`config.mk`:
```
export PLATFORM = sky130hd
export DESIGN_NAME = branch_eval_flat
export DESIGN_NICKNAME = d
export VERILOG_FILES = /design/src/rtl/branch_eval_pkg.sv /design/src/rtl/branch_eval_if.sv /design/src/rtl/branch_eval_chunk_cmp.sv /design/src/rtl/branch_eval.sv /design/src/flat_wrapper.sv
export SDC_FILE = /design/constraint.sdc
export NUM_CORES = 1
export LEC_CHECK = 0
export CAP_MARGIN = 40
export CORE_MARGIN = 4
export CORE_UTILIZATION = 40
export CTS_BUF_LIST = sky130_fd_sc_hd__clkbuf_4
export DETAILED_ROUTE_END_ITERATION = 12
export GPL_TIMING_DRIVEN = 0
export HOLD_SLACK_MARGIN = 0.12
export MAX_ROUTING_LAYER = met4
export PLACE_DENSITY = 0.64
export SLEW_MARGIN = 0
export SYNTH_ARGS = -nofsm -noshare
export SYNTH_HDL_FRONTEND = slang
export SYNTH_HIERARCHICAL = 1
export SYNTH_SLANG_ARGS = --single-unit
export TNS_END_PERCENT = 20
```
`constraint.sdc`:
```
create_clock -name clk -period 5.96 [get_ports clk]
set_clock_uncertainty 0.2 [all_clocks]
set_input_delay 1.192 -clock clk [delete_from_list [all_inputs] [get_ports clk]]
set_output_delay 1.192 -clock clk [all_outputs]
set_load 0.05 [all_outputs]
```
`src/rtl/branch_eval_pkg.sv`:
```
// Shared definitions for the branch evaluator: condition codes, FSM states
// and the condition-to-decision mapping.
package branch_eval_pkg;

  localparam logic [2:0] COND_BEQ    = 3'b000;
  localparam logic [2:0] COND_BNE    = 3'b001;
  localparam logic [2:0] COND_BLE    = 3'b010;
  localparam logic [2:0] COND_BGT    = 3'b011;
  localparam logic [2:0] COND_BLT    = 3'b100;
  localparam logic [2:0] COND_BGE    = 3'b101;
  localparam logic [2:0] COND_ALWAYS = 3'b110;
  localparam logic [2:0] COND_NEVER  = 3'b111;

  typedef enum logic [1:0] {
    ST_IDLE = 2'd0,
    ST_CMP  = 2'd1,
    ST_DONE = 2'd2
  } state_t;

  // ALWAYS/NEVER need no operand comparison at all.
  function automatic logic cond_is_fixed(input logic [2:0] cond);
    return (cond == COND_ALWAYS) || (cond == COND_NEVER);
  endfunction

  function automatic logic eval_taken(input logic [2:0] cond,
                                      input logic       igual,
                                      input logic       maior,
                                      input logic       menor);
    logic t;
    case (cond)
      COND_BEQ:    t = igual;
      COND_BNE:    t = !igual;
      COND_BLE:    t = !maior;
      COND_BGT:    t = maior;
      COND_BLT:    t = menor;
      COND_BGE:    t = !menor;
      COND_ALWAYS: t = 1'b1;
      default:     t = 1'b0;
    endcase
    return t;
  endfunction

endpackage

```
`src/rtl/branch_eval_if.sv`:
```
// Request/response bundle between the control unit and the branch evaluator.
interface branch_eval_if #(
  parameter int WIDTH = 32,
  parameter int CNT_W = 16
);
  logic             start;
  logic [2:0]       cond;
  logic             is_signed;
  logic [WIDTH-1:0] a;
  logic [WIDTH-1:0] b;
  logic             abort;
  logic             clr_cnt;
  logic             busy;
  logic             done;
  logic             taken;
  logic             igual;
  logic             maior;
  logic             menor;
  logic [CNT_W-1:0] branch_cnt;
  logic [CNT_W-1:0] taken_cnt;

  modport master (
    output start, cond, is_signed, a, b, abort, clr_cnt,
    input  busy, done, taken, igual, maior, menor, branch_cnt, taken_cnt
  );

  modport slave (
    input  start, cond, is_signed, a, b, abort, clr_cnt,
    output busy, done, taken, igual, maior, menor, branch_cnt, taken_cnt
  );
endinterface

```
`src/rtl/branch_eval_chunk_cmp.sv`:
```
// Unsigned magnitude comparison of one operand chunk.
module chunk_cmp #(
  parameter int CHUNK = 8
) (
  input  logic [CHUNK-1:0] x,
  input  logic [CHUNK-1:0] y,
  output logic             eq,
  output logic             gt
);
  assign eq = (x == y);
  assign gt = (x > y);
endmodule

```
`src/rtl/branch_eval.sv`:
```
// Sequential branch-condition evaluator: compares A/B one chunk per cycle,
// MSB chunk first, stopping at the first differing chunk. Signed operands are
// converted to offset binary on capture so every chunk compares unsigned.
module branch_eval
  import branch_eval_pkg::*;
#(
  parameter int WIDTH = 32,
  parameter int CHUNK = 8,
  parameter int CNT_W = 16
) (
  input logic          clk,
  input logic          reset,
  branch_eval_if.slave bus
);

  localparam int N     = WIDTH / CHUNK;
  localparam int IDX_W = (N > 1) ? $clog2(N) : 1;

  state_t state, state_n;

  logic [WIDTH-1:0] a_q, b_q;
  logic [2:0]       cond_q;
  logic [IDX_W-1:0] idx;

  logic [CHUNK-1:0] x_chunk, y_chunk;
  logic             ch_eq, ch_gt;

  logic             accept, finish, flag_upd;
  logic [2:0]       cond_sel;
  logic             igual_n, maior_n, menor_n, taken_n;

  logic             busy_q, done_q, taken_q, igual_q, maior_q, menor_q;
  logic [CNT_W-1:0] bcnt_q, tcnt_q;

  function automatic logic [CNT_W-1:0] sat_inc(input logic [CNT_W-1:0] v);
    return (&v) ? v : v + CNT_W'(1);
  endfunction

  // Flipping the sign bit maps two's complement onto unsigned order.
  function automatic logic [WIDTH-1:0] to_offset(input logic [WIDTH-1:0] v,
                                                 input logic             sgn);
    return {v[WIDTH-1] ^ sgn, v[WIDTH-2:0]};
  endfunction

  assign x_chunk = a_q[idx*CHUNK +: CHUNK];
  assign y_chunk = b_q[idx*CHUNK +: CHUNK];

  chunk_cmp #(.CHUNK(CHUNK)) u_cmp (
    .x  (x_chunk),
    .y  (y_chunk),
    .eq (ch_eq),
    .gt (ch_gt)
  );

  // A request dropped by a simultaneous abort never leaves IDLE.
  assign accept = (state == ST_IDLE) && bus.start && !bus.abort;

  // Next-state logic; finish marks the edge on which done rises.
  always_comb begin
    state_n  = state;
    finish   = 1'b0;
    flag_upd = 1'b0;
    case (state)
      ST_IDLE: begin
        if (accept) begin
          if (cond_is_fixed(bus.cond)) begin
            state_n = ST_DONE;
            finish  = 1'b1;
          end else begin
            state_n = ST_CMP;
          end
        end
      end
      ST_CMP: begin
        if (bus.abort) begin
          state_n = ST_IDLE;
        end else if (!ch_eq || (idx == '0)) begin
          state_n  = ST_DONE;
          finish   = 1'b1;
          flag_upd = 1'b1;
        end
      end
      ST_DONE: state_n = ST_IDLE;
      default: state_n = ST_IDLE;
    endcase
  end

  // Decision for the finishing evaluation; fixed conditions keep old flags.
  always_comb begin
    cond_sel = (state == ST_IDLE) ? bus.cond : cond_q;
    igual_n  = igual_q;
    maior_n  = maior_q;
    menor_n  = menor_q;
    if (flag_upd) begin
      igual_n = ch_eq;
      maior_n = ch_gt;
      menor_n = !ch_eq && !ch_gt;
    end
    taken_n = eval_taken(cond_sel, igual_n, maior_n, menor_n);
  end

  // Control state, registered outputs and saturating statistics.
  always_ff @(posedge clk) begin
    if (!reset) begin
      state   <= ST_IDLE;
      busy_q  <= 1'b0;
      done_q  <= 1'b0;
      taken_q <= 1'b0;
      igual_q <= 1'b0;
      maior_q <= 1'b0;
      menor_q <= 1'b0;
      bcnt_q  <= '0;
      tcnt_q  <= '0;
    end else begin
      state  <= state_n;
      busy_q <= (state_n != ST_IDLE);
      done_q <= finish;
      if (finish) begin
        taken_q <= taken_n;
        igual_q <= igual_n;
        maior_q <= maior_n;
        menor_q <= menor_n;
      end
      if (bus.clr_cnt) begin
        bcnt_q <= '0;
        tcnt_q <= '0;
      end else if (finish) begin
        bcnt_q <= sat_inc(bcnt_q);
        if (taken_n) tcnt_q <= sat_inc(tcnt_q);
      end
    end
  end

  // Operand capture and MSB-first chunk index; no reset needed on data.
  always_ff @(posedge clk) begin
    if (accept) begin
      a_q    <= to_offset(bus.a, bus.is_signed);
      b_q    <= to_offset(bus.b, bus.is_signed);
      cond_q <= bus.cond;
      idx    <= IDX_W'(N - 1);
    end else if ((state == ST_CMP) && ch_eq && (idx != '0)) begin
      idx <= idx - IDX_W'(1);
    end
  end

  assign bus.busy       = busy_q;
  assign bus.done       = done_q;
  assign bus.taken      = taken_q;
  assign bus.igual      = igual_q;
  assign bus.maior      = maior_q;
  assign bus.menor      = menor_q;
  assign bus.branch_cnt = bcnt_q;
  assign bus.taken_cnt  = tcnt_q;

endmodule

```
`src/flat_wrapper.sv`:
```
// flat-port wrapper written by rule: the top's interface ports become plain ports
module branch_eval_flat import branch_eval_pkg::*;
#(
  parameter int WIDTH = 32,
  parameter int CHUNK = 8,
  parameter int CNT_W = 16
)
  (clk, reset, bus_start, bus_cond, bus_is_signed, bus_a, bus_b, bus_abort, bus_clr_cnt, bus_busy, bus_done, bus_taken, bus_igual, bus_maior, bus_menor, bus_branch_cnt, bus_taken_cnt);
  branch_eval_if #(.WIDTH(WIDTH), .CNT_W(CNT_W)) bus_i ();
  input logic clk;
  input logic reset;
  input wire logic [$bits(bus_i.start)-1:0] bus_start;
  input wire logic [$bits(bus_i.cond)-1:0] bus_cond;
  input wire logic [$bits(bus_i.is_signed)-1:0] bus_is_signed;
  input wire logic [$bits(bus_i.a)-1:0] bus_a;
  input wire logic [$bits(bus_i.b)-1:0] bus_b;
  input wire logic [$bits(bus_i.abort)-1:0] bus_abort;
  input wire logic [$bits(bus_i.clr_cnt)-1:0] bus_clr_cnt;
  output wire logic [$bits(bus_i.busy)-1:0] bus_busy;
  output wire logic [$bits(bus_i.done)-1:0] bus_done;
  output wire logic [$bits(bus_i.taken)-1:0] bus_taken;
  output wire logic [$bits(bus_i.igual)-1:0] bus_igual;
  output wire logic [$bits(bus_i.maior)-1:0] bus_maior;
  output wire logic [$bits(bus_i.menor)-1:0] bus_menor;
  output wire logic [$bits(bus_i.branch_cnt)-1:0] bus_branch_cnt;
  output wire logic [$bits(bus_i.taken_cnt)-1:0] bus_taken_cnt;
  assign bus_i.start = bus_start;
  assign bus_i.cond = bus_cond;
  assign bus_i.is_signed = bus_is_signed;
  assign bus_i.a = bus_a;
  assign bus_i.b = bus_b;
  assign bus_i.abort = bus_abort;
  assign bus_i.clr_cnt = bus_clr_cnt;
  assign bus_busy = bus_i.busy;
  assign bus_done = bus_i.done;
  assign bus_taken = bus_i.taken;
  assign bus_igual = bus_i.igual;
  assign bus_maior = bus_i.maior;
  assign bus_menor = bus_i.menor;
  assign bus_branch_cnt = bus_i.branch_cnt;
  assign bus_taken_cnt = bus_i.taken_cnt;
  branch_eval #(.WIDTH(WIDTH), .CHUNK(CHUNK), .CNT_W(CNT_W)) u_core (.clk(clk), .reset(reset), .bus(bus_i));
endmodule
```
Word level (Yosys, flattened, before mapping). Cells that the tools add are included.

Add/sub/neg operators: 3. Magnitude comparators: 1. Equality and inequality tests: 10. Shift operators: 2. Multiplexer cells: 16. Bitwise gates (word level): 5. Reduce and logical (&&, ||, !) cells: 23.

Operator list (number): variable part select 32 x 6 -> 8 bit (2); adder 16 x 1 -> 16 bit, second input constant (2); AND reduction 16 bit (2); equality test 3 bit, second input constant (5); equality test 8 bit (1); > comparator 8 bit (1); 2-to-1 mux 1 bit (8); 2-to-1 mux 2 bit (4); one-hot mux 1 bit (7 select lines) (1); equality test 3 x 2 -> 1 bit, second input constant (2); logical NOT 1 bit (6); logical AND 1 bit (5); logical NOT 2 bit (2); one-hot mux 2 bit (2 select lines) (1); nonzero test 2 bit (2); equality test 3 x 1 -> 1 bit, second input constant (1); logical NOT 3 bit (1); 2-to-1 mux 3 bit (1); inverter 1 bit (3); AND reduction 3 bit (1); equality test 2 x 1 -> 1 bit, second input constant (1); logical OR 1 bit (2); one-hot mux 1 bit (2 select lines) (1); AND reduction 2 bit (1); 3 further kinds (4).

Flip-flop bits (word level): 109. Bits of input ports: 73. Output and inout bits: 38. Logic and storage cells: 73.

Logic depth before layout (Yosys ltp).
Word-level depth: 11. Depth in mapped cells: 15. Mapped depth without buffers: 12.

By module. The synthesis kept the hierarchy.

By module, submodules not included: branch_eval (instances 1, cells each 360, area each 4750.8 um^2, sequential area each 2852.7 um^2); chunk_cmp (instances 1, cells each 28, area each 220.2 um^2, sequential area each 0.0 um^2).

Worst setup path before layout. Ideal clock, no wire load.

Path type: reg-to-reg. Start point: register u_core.idx[0]. End point: register u_core.tcnt_q[9], in the netlist u_core/bus.taken_cnt[9]. Library setup time: 0.068 ns. Arrival: 4.132 ns. Required time: 5.692 ns. Slack: 1.561 ns. Stages on the path, launching flop included: 14. Path buffers: 2. Clock period less this slack: 4.399 ns. Path through: dfxtp_1 -> clkbuf_1 -> buf_1 -> mux4_2 -> ha_1 -> nor2b_4 -> o211ai_2 -> a21oi_2 -> o22a_1 -> or3_4 -> a32o_2 -> or4_4 -> a211o_1 -> o21ai_2.

RTL lines: from (decl) (line branch_eval.sv:23) `logic [IDX_W-1:0] idx;`; from (signal assigned) (line branch_eval.sv:140) `idx <= IDX_W'(N - 1);`; from (signal assigned) (line branch_eval.sv:142) `idx <= idx - IDX_W'(1);`; variable part select 32 x 6 -> 8 bit * (line branch_eval.sv:45) `assign x_chunk = a_q[idx*CHUNK +: CHUNK];`; named net u_core.x_chunk[1] (line branch_eval.sv:25) `logic [CHUNK-1:0] x_chunk, y_chunk;`; > comparator 8 bit * (line branch_eval_chunk_cmp.sv:11) `assign gt = (x > y);`; named net u_core.ch_gt (line branch_eval.sv:26) `logic ch_eq, ch_gt;`; logical NOT 1 bit (line branch_eval.sv:97) `menor_n = !ch_eq && !ch_gt;`; logical AND 1 bit (line branch_eval.sv:97); 2-to-1 mux 1 bit (line branch_eval.sv:94) `if (flag_upd) begin`; logical NOT 1 bit (line branch_eval_pkg.sv:36) `COND_BGE: t = !menor;`; one-hot mux 1 bit (7 select lines) * (line branch_eval_pkg.sv:30) `case (cond)`; AND reduction 3 bit (no line) *; to (signal assigned) (line branch_eval.sv:129) `if (taken_n) tcnt_q <= sat_inc(tcnt_q);`; to (decl) (line branch_eval.sv:33) `logic [CNT_W-1:0] bcnt_q, tcnt_q;`.

Mark *: on every way through the listed nets, which the timed path passes. The rest lies on a longest branch. A chain may end at the register's enable or synchronous reset.

Worst setup path in the final report.
Start point: register u_core.idx[0]. End point: register u_core.tcnt_q[2], in the netlist u_core/bus.taken_cnt[2].

Word-level cells in the longest chain between the ends: 11.

RTL lines: variable part select 32 x 6 -> 8 bit * (line branch_eval.sv:45); named net u_core.x_chunk[5] (line branch_eval.sv:25); equality test 8 bit * (line branch_eval_chunk_cmp.sv:10) `assign eq = (x == y);`; named net u_core.ch_eq (line branch_eval.sv:26); logical NOT 1 bit (line branch_eval.sv:77, branch_eval.sv:97); logical OR 1 bit (line branch_eval.sv:77) `end else if (!ch_eq || (idx == '0)) begin`; 2-to-1 mux 1 bit (line branch_eval.sv:77); 2-to-1 mux 1 bit (line branch_eval.sv:75) `if (bus.abort) begin`; 2-to-1 mux 1 bit (line branch_eval.sv:63) `case (state)`; 2-to-1 mux 1 bit (line branch_eval.sv:94); logical NOT 1 bit, on equally long branches (line branch_eval_pkg.sv:36, branch_eval_pkg.sv:32, branch_eval_pkg.sv:33); one-hot mux 1 bit (7 select lines) (line branch_eval_pkg.sv:30); AND reduction 3 bit (no line) *.

Marks and branches as above.

==> qor.csv <==
stage,metric,value,unit
routing,routed via count,3604,
sta,Final min period,4.79,ns
critical_path,Setup crit end,u_core/bus.taken_cnt[2],
cts,CTS max path bufs,2,
sta,"Slew Viols, Final",0,
yosys,synth top area cells,"edfxtp_1 (40%), dfxtp_1 (17%), mux4_2 (7.2%), ha_1 (2.8%), mux2i_1 (2.0%)",
sta,Sum Neg Setup Slack,0,ns
cells_and_area,multi-input combinational cell area,1990,um2
critical_path,"Max FO, Critical Path",10,
floorplan,die height,119,um
routing,Detailed Route WL,11.3,mm
cts,clock sink count,109,
floorplan,floorplan row count,40,
floorplan,DIE WIDTH,119,um
yosys,Synth area leader,edfxtp_1,
yosys,number of synthesized flops with an enable pin,67,
cells_and_area,"commonest non-fill, non-tap cells in the layout","clkdlybuf4s50_1 (110), edfxtp_1 (67), dfxtp_1 (42)",
cells_and_area,layout cells sized above 1,12.2,%
yosys,area fraction of the dominant cell type after synthesis,40.5,%
cells_and_area,"most common cell after layout, fill and taps aside",clkdlybuf4s50_1,
floorplan,core area,12100,um2
yosys,Mean Syn Cell Area,12.8,um2
critical_path,critical path class,reg -> reg,
power_and_ir_drop,Leak Pwr,2.24,nW
sta,slew of the pin with the lowest slew margin,0.849,ns
placement,GPL Wtd Cong,0.860,
critical_path,RR Endpoint,u_core/bus.taken_cnt[2],
power_and_ir_drop,Seq pwr share,63.8,%
sta,Max Clk Rate,209,MHz
cts,Root Buffer,clkbuf_4,
cts,worst skew pair latency,0.47,ns
cts,CTS tree,yes,
yosys,Unique masters post-synth,66,
sta,hold_ws,0.305,ns
global_routing,vias in the first global route,3811,
cells_and_area,# fillers,1080,
placement,Post-DP Area,6320,um2
routing,Routed Antenna Nets,0,
sta,Tcrit/Tclk final,80.4,%
yosys,"Top FF cell, synth",edfxtp_1,
yosys,mux cell area share after synthesis,9.49,%
power_and_ir_drop,Psw,0.314,mW
sta,max_slew headroom,42.7,%
cells_and_area,area growth from synthesis to layout,29.4,%
power_and_ir_drop,Pint,0.992,mW
routing,Via density,5.26,
critical_path,Critical Path RT,6.17,ns
critical_path,crit path DAT,5.00,ns
critical_path,RR Startpoint,u_core/idx[0],
cells_and_area,Nets,595,
job,number of max-cap violations,0,
cts,setup repair bufs after CTS,0,
yosys,Mapped Cells,388,
yosys,main combinational cell family by area after synthesis,simple AND/OR/NAND/NOR gates,
placement,HPWL Detailed,8.35,mm
routing,Iteration-0 DRC Markers,141,
cts,total CTS buffers,9,
critical_path,Worst R2R Setup Slack,1.17,ns
cells_and_area,Register Area,2850,um2
power_and_ir_drop,Pwr Density,203,nW/um2
cts,Clock Pin Slew Worst Setup and Hold Paths,0.16,ns
power_and_ir_drop,Logic pwr share,10.7,%
power_and_ir_drop,VDD IR-drop max,0.167,mV
floorplan,Initial Utilization,41.0,%
yosys,Yosys Warn Count,6,
yosys,Yosys reg bits,109,
cells_and_area,final instance area,6430,um2
yosys,ys async rst share,0,%
cts,# H-tree levels,3,
yosys,mapped cell area,4970,um2
sta,final hold violation count,0,
sta,final setup fails,0,
placement,IO Port Bufs,110,
yosys,Synth Area in Adders,2.77,%
floorplan,Top Ports,111,
yosys,register area share after synthesis,57.4,%
global_routing,largest net degree at the start of global routing,39,
yosys,simple-gate area share of the yosys netlist,15.0,%
status,outcome,completed,
yosys,Syn Nets,472,
floorplan,Die ar.,14300,um2
cts,post-cts sizing count,0,
critical_path,Setup crit end kind,flip-flop,
power_and_ir_drop,Clk pwr share,25.5,%
critical_path,reg2reg path depth,14,
global_routing,grt ovf,0,
global_routing,initial antenna violation count,1,
power_and_ir_drop,sw frac,24.1,%
critical_path,CP Launch Type,flip-flop,
global_routing,total track usage,16.9,%
routing,TritonRoute pass-1 iters,4,
global_routing,first-pass GRT wire length,18.6,mm
yosys,complex-gate fraction of the synthesized area,9.94,%
routing,Post-route DRC,0,
cts,"Hold-fix buffers, CTS",0,
routing,wire length per cell,16.5,um
critical_path,crit path launch,u_core/idx[0],
yosys,Synth Area in XOR/XNOR,2.82,%
min_path,Hold/Removal Path Class,reg -> reg,
sta,RSZ-0062 raised after global routing,no,
[logic make-up (layout without fill, tap and decap cells)]
kind of cell    after synthesis  count (layout)
fa+ha+maj                    11              11
other cells                   0               1
compound gates               63              63
xor+xnor                     16              16
flops                       109             109
simple gates                130             130
buf+inv                      32             160
mux                          27              27
[worst max-delay path: stages, from the launching register on]
cell	delay (ns)
dfxtp_1	0.34
clkbuf_1	0.50
buf_1	0.24
buf_8	0.19
mux4_2	0.53
ha_1	0.33
nand4_2	0.17
nor2_1	0.22
nor2b_1	0.39
o22ai_2	0.26
o21ai_1	0.26
clkbuf_1	0.46
a211oi_4	0.13
o21ai_0	0.27
mux2i_1	0.23
[worst min-delay path by stage]
stage | end | start | cells after the start | slack, ns
after floorplan | u_core/state[0] | u_core/state[1] | 2 | 0.48
after global placement | u_core/bus.taken_cnt[6] | u_core/bus.taken_cnt[6] | 2 | 0.27
final | u_core/bus.taken_cnt[14] | u_core/bus.taken_cnt[14] | 2 | 0.30
after detailed placement | u_core/bus.taken_cnt[14] | u_core/bus.taken_cnt[14] | 2 | 0.28
after global routing | u_core/bus.taken_cnt[14] | u_core/bus.taken_cnt[14] | 2 | 0.32
after CTS | u_core/bus.taken_cnt[14] | u_core/bus.taken_cnt[14] | 2 | 0.30
[state kept, by name (all words and copies together) (netlist names)]
signal / cells
u_core/a_q: 32
u_core/b_q: 32
u_core/bus.branch_cnt: 16
u_core/bus.taken_cnt: 16
u_core/cond_q: 3
u_core/idx: 2
u_core/state: 2
u_core/bus.busy: 1
u_core/bus.done: 1
u_core/bus.igual: 1
u_core/bus.maior: 1
u_core/bus.menor: 1
u_core/bus.taken: 1
[Yosys cell counts, types with 12 or more instances]
master	number
edfxtp_1	67
dfxtp_1	42
nor2_1	23
nand2_1	22
mux4_2	16
nand4_1	16
inv_1	15
nand3_1	14
o21ai_0	13
a21oi_1	12
clkbuf_1	12
[power groups by stage]
stage	registers (mW)	logic, mW	clock network [mW]
5_1_grt	0.836	0.151	0.382
2_1_floorplan	0.854	0.0616	0
6_report	0.833	0.139	0.334
4_1_cts	0.834	0.140	0.357
3_3_place_gp	0.851	0.135	0
3_5_place_dp	0.850	0.139	0
[stage by stage]
stage          util (%)  instances  setup slack (ns)  power (mW)
4_1_cts            53.1        684              1.11        1.33
6_report           53.1        685              1.17        1.31
3_5_place_dp       52.2        668              1.16       0.990
3_3_place_gp       51.9        666             0.775       0.985
5_1_grt            53.1        685             0.683        1.37
2_1_floorplan         -        388              1.56       0.916
[layout make-up]
type                       instances  share of cell area, %
sequential                       109                   44.3
clock buffer                      10                   1.17
timing repair buffer             112                   17.7
multi-input combinational        247                   30.9
antenna                            1                 0.0389
inverter                          15                  0.875
tap                              168                   3.27
clock inverter                     6                  0.584
buffer                            17                   1.13
[metal layers]
metal	vias to the layer above	GRT usage, %	routed length, um
li1	1741	-	-
met1	1756	21.1	5120
met2	99	27.3	5620
met3	8	4.23	476
met4	0	4.94	111
met5	-	-	0
No activity file was read; power rests on OpenSTA's default activity.
==> edit (same flow settings) <==
The 3 states of `state_t` get a one-hot encoding in 3 bits.
--- a/src/rtl/branch_eval_pkg.sv
+++ b/src/rtl/branch_eval_pkg.sv
@@ -13,6 +13,6 @@
 
-  typedef enum logic [1:0] {
-    ST_IDLE = 2'd0,
-    ST_CMP  = 2'd1,
-    ST_DONE = 2'd2
+  typedef enum logic [2:0] {
+    ST_IDLE = 3'b001,
+    ST_CMP  = 3'b010,
+    ST_DONE = 3'b100
   } state_t;
Function: same outputs for any inputs over 4 cycles, from zero or initial values and one cycle with reset low; so few cycles prove little.
==> edit against the unedited design <==
  * Fmax down 6.3%
  * Area after synthesis decreased by 1.6%
  * Clock power increased by 44%
  * Worst setup slack worse by 0.32 ns
  * Critical path type unchanged
  * Routed wire length shrank 1.8%
  * Final area about the same
  * Non-clock buffer count is 2 lower
  * Sequential cell count grew 1
  * First-iteration DRC count up 55%
  * Total power up 12%
  * Synthesized cell count shrank 1.5%
  * Utilization rose by 0.49 points
==> edit: results (changes against the unedited design) <==
Outcome
  • Outcome: complete, no violations (unchanged)

Drt
  • Router iterations before antenna repair: 4 (unchanged)
  • Via-to-Cell Ratio: 5.333 (was 5.261)
  • First DRT Iteration DRCs: 218 (was 141)
  • Overall routed net length: 11120 um (was 11330 um)

Critical path
  • Arrival @ worst endpoint: 5.35 ns (was 5.00 ns)
  • RR Startpoint: u_core/idx[0] (unchanged)
  • R2r setup slk: 0.84 ns (was 1.17 ns)
  • Worst R2R Path Depth: 16 (was 14)
  • Critical R2R Capture: u_core/bus.taken_cnt[3] (was u_core/bus.taken_cnt[2])
  • Crit-path max FO: 10 (unchanged)

STA
  • Relative slew slack: 56.40% (was 42.69%)

Clock network
  • CTS clock-pin slew for the worst setup and hold paths: 0.17 ns
  • Worst skew pair latency: 0.49 ns (was 0.47 ns)
  • CTS Root Cell: clkbuf_4 (unchanged)
  • Number of gates resized after CTS: 0 (unchanged)
  • Buffers inserted by post-CTS timing repair: 0 (unchanged)

Synth
  • Mapped Cells: 382 (was 388)
  • Yosys warning count: 6 (unchanged)
  • Sequential share of the synthesized area: 58.71% (was 57.39%)
  • Syn_nets: 466 (was 472)
  • Ranking of synthesized cells by area: edfxtp_1 41%, dfxtp_1 18%, mux4_2 7.4%, ha_1 2.8%, xor2_1 2.3% (was edfxtp_1 40%, dfxtp_1 17%, mux4_2 7.2%, ha_1 2.8%, mux2i_1 2.0%)
  • Yosys cell types: 56 (was 66)
  • Commonest cells post-synth: 67 x edfxtp_1, 43 x dfxtp_1, 27 x nor2_1, 21 x nand2_1, 19 x nand3_1 (was 67 x edfxtp_1, 42 x dfxtp_1, 23 x nor2_1, 22 x nand2_1)

Place
  • Port bufs: 110 (unchanged)
  • Area after DPL: 6245 um2 (was 6317 um2)
  • Dpl cells: 642 (was 668)
  • Hpwl dp: 8290 um (was 8352 um)
  • Placer Congestion: 0.8841 (was 0.8600)

Cells and area
  • Nets: 590 (was 595)
  • Fraction of layout cells with a size suffix above 1: 10.57% (was 12.21%)
  • Post-route insts no fill: 658 (was 685)
  • Fillers: 1056 (was 1080)
  • N_diodes: 0 (was 1)

Global routing
  • Largest net degree at the start of global routing: 35 (was 39)
  • Global-route wire length before repair: 18190 um (was 18610 um)
  • Number of global-route vias before repair: 3551 (was 3811)
  • Initial antenna violation count: 0 (was 1)
  • Gr usage total: 16.81% (was 16.88%)

Hold path
  • Hold path start: u_core/bus.taken_cnt[9] (was u_core/bus.taken_cnt[14])
  • Hold endpoint: u_core/bus.taken_cnt[9] (was u_core/bus.taken_cnt[14])

Pwr
  • Leak: 2.209 nW (was 2.243 nW)
  • P_sw: 0.3313 mW (was 0.3142 mW)
  • Peak VDD IR: 196.0 uV (was 167.2 uV)
[edit: cell count changes in the layout (fill, tap and decap cells not counted), moves of 6 or more]
cell / unedited run / this run
mux2i_1: 10 / 3
o21ai_0: 13 / 7
or4_1: 2 / 11
or2_2: 7 / 1
[edit: worst max-delay path by stage]
stage / to / cells past startpoint / start / slack, ns
floorplan: u_core/state[0] / 4 / bus_start / 0.99
global placement: u_core/state[0] / 5 / bus_start / -0.65
detailed placement: u_core/bus.taken_cnt[15] / 16 / u_core/idx[0] / 0.83
CTS: u_core/bus.taken_cnt[15] / 16 / u_core/idx[0] / 0.79
global route: u_core/bus.taken_cnt[15] / 16 / u_core/idx[0] / 0.39
finish: u_core/bus.taken_cnt[3] / 16 / u_core/idx[0] / 0.84
[edit: power groups by stage]
stage	logic (mW)	clock network [mW]	registers [mW]
2_1_floorplan	0.0598	0	0.860
3_3_place_gp	0.130	0	0.860
3_5_place_dp	0.138	0	0.858
4_1_cts	0.138	0.500	0.841
5_1_grt	0.150	0.527	0.843
6_report	0.137	0.481	0.840
[edit: cells by family (layout without fill, tap and decap cells)]
kind of cell	Yosys count	count (layout)	synth area share [%]
simple gates	141	141	16.49
mux	20	20	8.208
fa+ha+maj	11	11	2.813
compound gates	54	54	7.824
flops	110	110	58.71
xor+xnor	19	19	3.401
buf+inv	27	156	2.557
[edit: layout make-up]
type                       count  area, um2  area share, %
buffer                        14      76.32          1.185
clock buffer                   9      67.56          1.049
clock inverter                 7      126.4          1.963
inverter                      13      48.80         0.7579
multi-input combinational    245       1903          29.56
sequential                   110       2873          44.62
tap                          147      183.9          2.857
timing repair buffer         113       1160          18.01
[edit: layer usage]
metal / global-route usage [%] / share of wire (%) / vias up
li1: - / - / 1714
met1: 20.79 / 45 / 1703
met2: 26.79 / 48 / 82
met3: 5.502 / 5.3 / 10
met4: 4.272 / 0.96 / 0
met5: - / 0 / -
[edit: per-stage QoR]
step | power (mW) | worst slack [ns] | hold WS, ns | setup TNS, ns
after floorplan | 0.9200 | 0.9864 | 0.3650 | 0
after global placement | 0.9897 | -0.6544 | 0.2858 | -39.77
after detailed placement | 0.9954 | 0.8284 | 0.2904 | 0
after CTS | 1.479 | 0.7936 | 0.3130 | 0
after global routing | 1.520 | 0.3867 | 0.3290 | 0
final | 1.459 | 0.8437 | 0.3086 | 0
[edit: critical path, cell delays in order (launching register included)]
cell	delay, ns
dfxtp_1	0.34
clkbuf_1	0.50
buf_1	0.40
buf_6	0.21
mux4_2	0.52
ha_1	0.35
nand4_1	0.14
nor2_1	0.25
nor2b_1	0.48
o21ai_2	0.18
mux2i_1	0.16
a2111oi_2	0.49
o221a_4	0.29
buf_6	0.14
buf_4	0.17
o21ai_0	0.10
a21oi_1	0.14
